--- config.mk ---
export PLATFORM = sky130hd
export DESIGN_NAME = prio_enc_stream
export DESIGN_NICKNAME = d
export VERILOG_FILES = /design/src/rtl/prio_enc_stream.sv
export SDC_FILE = /design/constraint.sdc
export NUM_CORES = 1
export LEC_CHECK = 0
export ABC_AREA = 1
export ABC_CLOCK_PERIOD_IN_PS = 1600
export CAP_MARGIN = 30
export CORE_ASPECT_RATIO = 1.5
export CORE_MARGIN = 2
export CORE_UTILIZATION = 45
export DETAILED_ROUTE_END_ITERATION = 7
export GPL_TIMING_DRIVEN = 0
export HOLD_SLACK_MARGIN = 0.03
export PLACE_DENSITY = 0.74
export SYNTH_ARGS = -nofsm -noshare
export SYNTH_HDL_FRONTEND = slang
export SYNTH_SLANG_ARGS = --single-unit
--- constraint.sdc ---
create_clock -name clk -period 1.6 [get_ports clk]
set_input_delay 0.24 -clock clk [delete_from_list [all_inputs] [get_ports clk]]
set_output_delay 0.24 -clock clk [all_outputs]
set_load 0.1 [all_outputs]
--- src/rtl/prio_enc_stream.sv ---
// Sequential priority encoder: accepts a request vector and streams out the
// index of every set bit, one beat per handshake, in priority order.
module prio_enc_stream #(
  parameter int WIDTH     = 16,
  parameter int IDX_W     = $clog2(WIDTH),
  parameter bit MSB_FIRST = 1'b1
) (
  input  logic             clk,
  input  logic             rst,
  input  logic             in_valid,
  output logic             in_ready,
  input  logic [WIDTH-1:0] in_vec,
  output logic             out_valid,
  input  logic             out_ready,
  output logic [IDX_W-1:0] out_idx,
  output logic             out_last,
  output logic             out_none,
  output logic [IDX_W-1:0] out_seq
);

  typedef enum logic {IDLE, EMIT} state_t;

  state_t           state, next_state;
  logic [WIDTH-1:0] pending;
  logic [IDX_W-1:0] seq;
  logic             none_flag;
  logic [IDX_W-1:0] sel_idx;
  logic             one_left;
  logic             accept;
  logic             pop;

  assign accept = in_valid & in_ready;
  assign pop    = out_valid & out_ready;

  always_ff @(posedge clk or posedge rst) begin
    if (rst) state <= IDLE;
    else     state <= next_state;
  end

  always_comb begin
    next_state = state;
    case (state)
      IDLE:    if (accept) next_state = EMIT;
      EMIT:    if (pop && out_last) next_state = IDLE;
      default: next_state = IDLE;
    endcase
  end

  // All beat fields are gated by out_valid so the idle outputs read zero.
  always_comb begin
    in_ready  = (state == IDLE);
    out_valid = (state == EMIT);
    out_idx   = out_valid ? sel_idx : '0;
    out_last  = out_valid & (one_left | none_flag);
    out_none  = out_valid & none_flag;
    out_seq   = out_valid ? seq : '0;
  end

  always_comb begin
    sel_idx = '0;
    if (MSB_FIRST) begin
      for (int i = 0; i < WIDTH; i++)
        if (pending[i]) sel_idx = IDX_W'(i);
    end else begin
      for (int i = WIDTH - 1; i >= 0; i--)
        if (pending[i]) sel_idx = IDX_W'(i);
    end
  end

  assign one_left = (pending != '0) && ((pending & (pending - WIDTH'(1))) == '0);

  // Sequence and none flag are cleared on the last pop so IDLE starts clean.
  always_ff @(posedge clk or posedge rst) begin
    if (rst) begin
      pending   <= '0;
      seq       <= '0;
      none_flag <= 1'b0;
    end else if (accept) begin
      pending   <= in_vec;
      seq       <= '0;
      none_flag <= (in_vec == '0);
    end else if (pop) begin
      pending <= pending & ~(WIDTH'(1) << sel_idx);
      if (out_last) begin
        seq       <= '0;
        none_flag <= 1'b0;
      end else begin
        seq <= seq + IDX_W'(1);
      end
    end
  end

endmodule

==> results of run 1 <==
[registers in the layout (all words and copies together) (netlist names)]
signal	cells
pending	16
out_valid	1
seq	4
none_flag	1
[cell families after synthesis]
group,count (synthesis)
AO/OA/AOI/OAI,33
XOR/XNOR,2
adder cells (fa/ha/maj),2
buffers and inverters,46
flip-flops,22
AND/OR/NAND/NOR,129
[path summary, 6_finish.rpt]
check	to	slack, ns	start
min in group clk	pending[5]$_DFFE_PP0P_	0.56	in_vec[5]
worst min register to register	pending[8]$_DFFE_PP0P_	0.59	pending[8]$_DFFE_PP0P_
worst min-delay path	seq[2]$_DFFE_PP0P_	0.43	rst
worst max-delay path	out_last	-0.77	pending[0]$_DFFE_PP0P_
max in group asynchronous	out_valid$_DFF_PP0_	0.56	rst
worst max register to register	seq[3]$_DFFE_PP0P_	-0.70	pending[0]$_DFFE_PP0P_
[timing repair]
action                     in CTS  in global routing
buffers inserted               22                  9
gates resized for setup       157                 14
pin swaps                      20                 16
setup endpoints to repair      32                 30
[cell type report]
type	instances	area (um2)	area share
clock buffers	3	41.29	0.01538
inverters	42	202.7	0.07549
flip-flops and latches	22	561.8	0.2092
repair buffers	61	671.9	0.2502
multi-input cells	166	1087	0.4049
well taps	42	52.55	0.01957
plain buffers	4	37.54	0.01398
clock inverters	1	30.03	0.01118
[per-layer routing]
layer | GRT usage | wire length (um) | part of all wire
met1 | 0.3067 | 1875 | 0.32
met2 | 0.5288 | 2995 | 0.51
met3 | 0.03113 | 507 | 0.086
met4 | 0.1974 | 499 | 0.085
met5 | 0 | 0 | 0
[worst max-delay path, stage by stage (launching register included)]
cell and delay [ns]:
sky130_fd_sc_hd__dfrtp_1 0.42, sky130_fd_sc_hd__nor2_4 0.14, sky130_fd_sc_hd__nand3_2 0.12, sky130_fd_sc_hd__nor2_4 0.13
sky130_fd_sc_hd__inv_2 0.06, sky130_fd_sc_hd__nor2_4 0.10, sky130_fd_sc_hd__nand2_2 0.09, sky130_fd_sc_hd__o21ai_2 0.07
sky130_fd_sc_hd__o21ai_2 0.07, sky130_fd_sc_hd__nor3_2 0.24, sky130_fd_sc_hd__nand3_4 0.15, sky130_fd_sc_hd__nand2_8 0.09
sky130_fd_sc_hd__buf_12 0.16
[placed cells by master, fill, tap and decap left out, drive strengths merged]
cell type      synthesis  layout
a21oi                  6       6
a22oi                  1       1
buf                    2      44
bufinv                 0       1
clkbuf                 2       4
clkdlybuf4s15          0       1
clkdlybuf4s50          0      19
clkinv                 1       1
clkinvlp               0       5
dfrtp                 22      22
ha                     1       1
inv                   41      36
maj3                   1       1
nand2                 70      70
nand3                 19      19
nand4                 11      11
nor2                  23      23
nor3                   2       2
nor4                   4       4
o2111ai                2       2
o211ai                 5       5
o21ai                 13      13
o21bai                 2       2
o221ai                 1       1
o22ai                  2       2
o31ai                  1       1
xnor2                  1       1
xor2                   1       1
[through the flow]
step           std cells  TNS (ns)  instance area (um2)
3_3_place_gp         307    -14.00                 2058
5_1_grt              341    -14.10                 2685
6_report             341    -11.15                 2685
4_1_cts              333    -6.109                 2596
2_1_floorplan        234    -4.294                 1695
3_5_place_dp         307    -13.96                 2058
==> metrics.md, run 1 <==
| Metric | Value |
|---|---|
| DRT Pass-1 Iters | 5 |
| Violations in the final reports | setup timing |
| Via count of the routed design | 2019 |
| Share of cell area taken by muxes after synthesis | 0 |
| Routed length per placed instance | 17.23 um |
| DP Wirelength | 3.561 mm |
| Biggest area consumer among synthesized cells | sky130_fd_sc_hd__dfrtp_1 |
| First-pass GRT wire length | 8.804 mm |
| Worst hold-check slack | 0.4292 ns |
| Start-to-end type of the worst setup path | register to output pin |
| Gate count after technology mapping | 234 |
| Area growth from synthesis to final layout | 67.79% |
| GPL Wtd Cong | 1.031 |
| Final min period | 2.369 ns |
| Final design utilization | 0.7861 |
| Max Fanout on Critical Path | 3 |
| Starting Density | 0.4685 |
| Tightest slew margin relative to the limit | 0.4348 |
| Total of buffers placed on input and output ports | 31 |
| Max-cap violation count | 0 |
| Count of fill cells added during filler insertion | 227 |
| Number of inserted diodes | 0 |
| Share of layout cells above drive strength 1 | 0.4114 |
| Number of clock sinks seen by CTS | 22 |
| Leading register cell type out of synthesis | sky130_fd_sc_hd__dfrtp_1 |
| Kind of start point of the critical path | register |
| Post-CTS clock slew at the launch and capture registers of the worst setup and hold paths | 0.09 ns |
| Path depth of the worst reg2reg path | 16 |
| Detail Route Antenna Nets | 0 |
| Unrepaired setup endpoints after global routing | true |
| WP data arrival | 2.13 ns |
| Leading cell type by number of instances after synthesis | sky130_fd_sc_hd__nand2_1 |
| Leading post-synthesis cells by instance count | sky130_fd_sc_hd__nand2_1 (66), sky130_fd_sc_hd__inv_1 (36), sky130_fd_sc_hd__dfrtp_1 (22), sky130_fd_sc_hd__nand3_1 (17) |
| Worst slack after detailed placement | -1.524 ns |
| Maximum operating frequency | 422.1 MHz |
| Syn Std Cell Area | 1600 um2 |
| Vias in the first global route | 1881 |
| Core Footprint | 3416 um2 |
| Share of the synthesized netlist area taken by xor and xnor gates | 0.01095 |
| Clock root cell | sky130_fd_sc_hd__clkbuf_8 |
| Final worst-path cycle share | 1.481 |
| Required @ worst endpoint | 1.36 ns |
| Final global-route overflow total | 0 |
| Fin nets | 321 |
| Path class of the lowest-slack min-delay path | primary input to asynchronous set/reset pin |
| Die Y | 77.04 um |
| Global Route Usage Sum | 0.2963 |
| Cell variety after synth | 35 |
| Post-synthesis register bit count | 22 |
| Slew at the pin closest to its max-slew limit | 0.8469 ns |
| Share of Yosys cell area claimed by the top area cell type | 0.3440 |
| Crit end category | output pin |
| Dominant combinational cell family by area after synthesis | simple AND/OR/NAND/NOR gates |
| Std-Cell Rows | 26 |
| Max Root-Sink Buffers | 2 |
| Detailed-route DRC error count | 0 |
| Clock tree from TritonCTS | yes |
| Number of flops mapped to enable cells by yosys | 0 |
| Total of warnings raised by yosys | 0 |
| Number of top-level design ports | 32 |
| Setup slack after layout | -0.7692 ns |
| Compound-Gate Fraction of Synth Area | 0.1306 |
| Worst skew pair latency | 0.27 ns |
| Count of hold-fix buffers inserted at cts | 0 |
| Run status | finished with violations |
| Asr flop ratio synth | 1.000 |
| Final hold violations | 0 |
| Full die area | 4059 um2 |
| Share of synthesized area occupied by flip-flops and latches | 0.3440 |
| Routed Wire Length | 5.877 mm |
| 1st-iter DRT viols | 96 |
| Worst-case clock skew | 0.001420 ns |
| Slew Limit Fails | 0 |
| Final setup violating endpoints | 29 |
| Syn avg cell area | 6.839 um2 |
| Adder-cell share of the synthesized area | 0.01407 |
| Die width | 52.69 um |
| Post-synth net total | 255 |
| Initial antenna violation count | 0 |
| Top area cells in the synthesized netlist | sky130_fd_sc_hd__dfrtp_1 (34%), sky130_fd_sc_hd__nand2_1 (15%), sky130_fd_sc_hd__inv_1 (8.4%), sky130_fd_sc_hd__nand3_1 (5.3%), sky130_fd_sc_hd__nand4_1 (4.3%) |
| Pin count of the biggest net entering global routing | 23 |
| Drt via density | 5.921 |
| Clock buffers created by TritonCTS | 3 |
| H-tree lvl count | 1 |
| Simple-gate portion of the synthesized area | 0.3894 |
Power of run 1 is left out: the tool's default activity adds up to more than one toggle a clock period on the data nets, which glitch-free logic cannot reach.
==> run 2, diff against run 1 <==
CTS_BUF_LIST = sky130_fd_sc_hd__clkbuf_8   (was not set)
==> results of run 2 <==
The final DEF is identical to that of run 1; final timing and power are the same.
Power of run 2 is left out for the same reason.
==> run 3, diff against run 2 <==
CTS_BUF_LIST = sky130_fd_sc_hd__clkbuf_4 sky130_fd_sc_hd__clkbuf_8 sky130_fd_sc_hd__clkbuf_16   (was sky130_fd_sc_hd__clkbuf_8)
==> results of run 3 <==
The final DEF is identical to that of run 1; final timing and power are the same.
Power of run 3 is left out for the same reason.
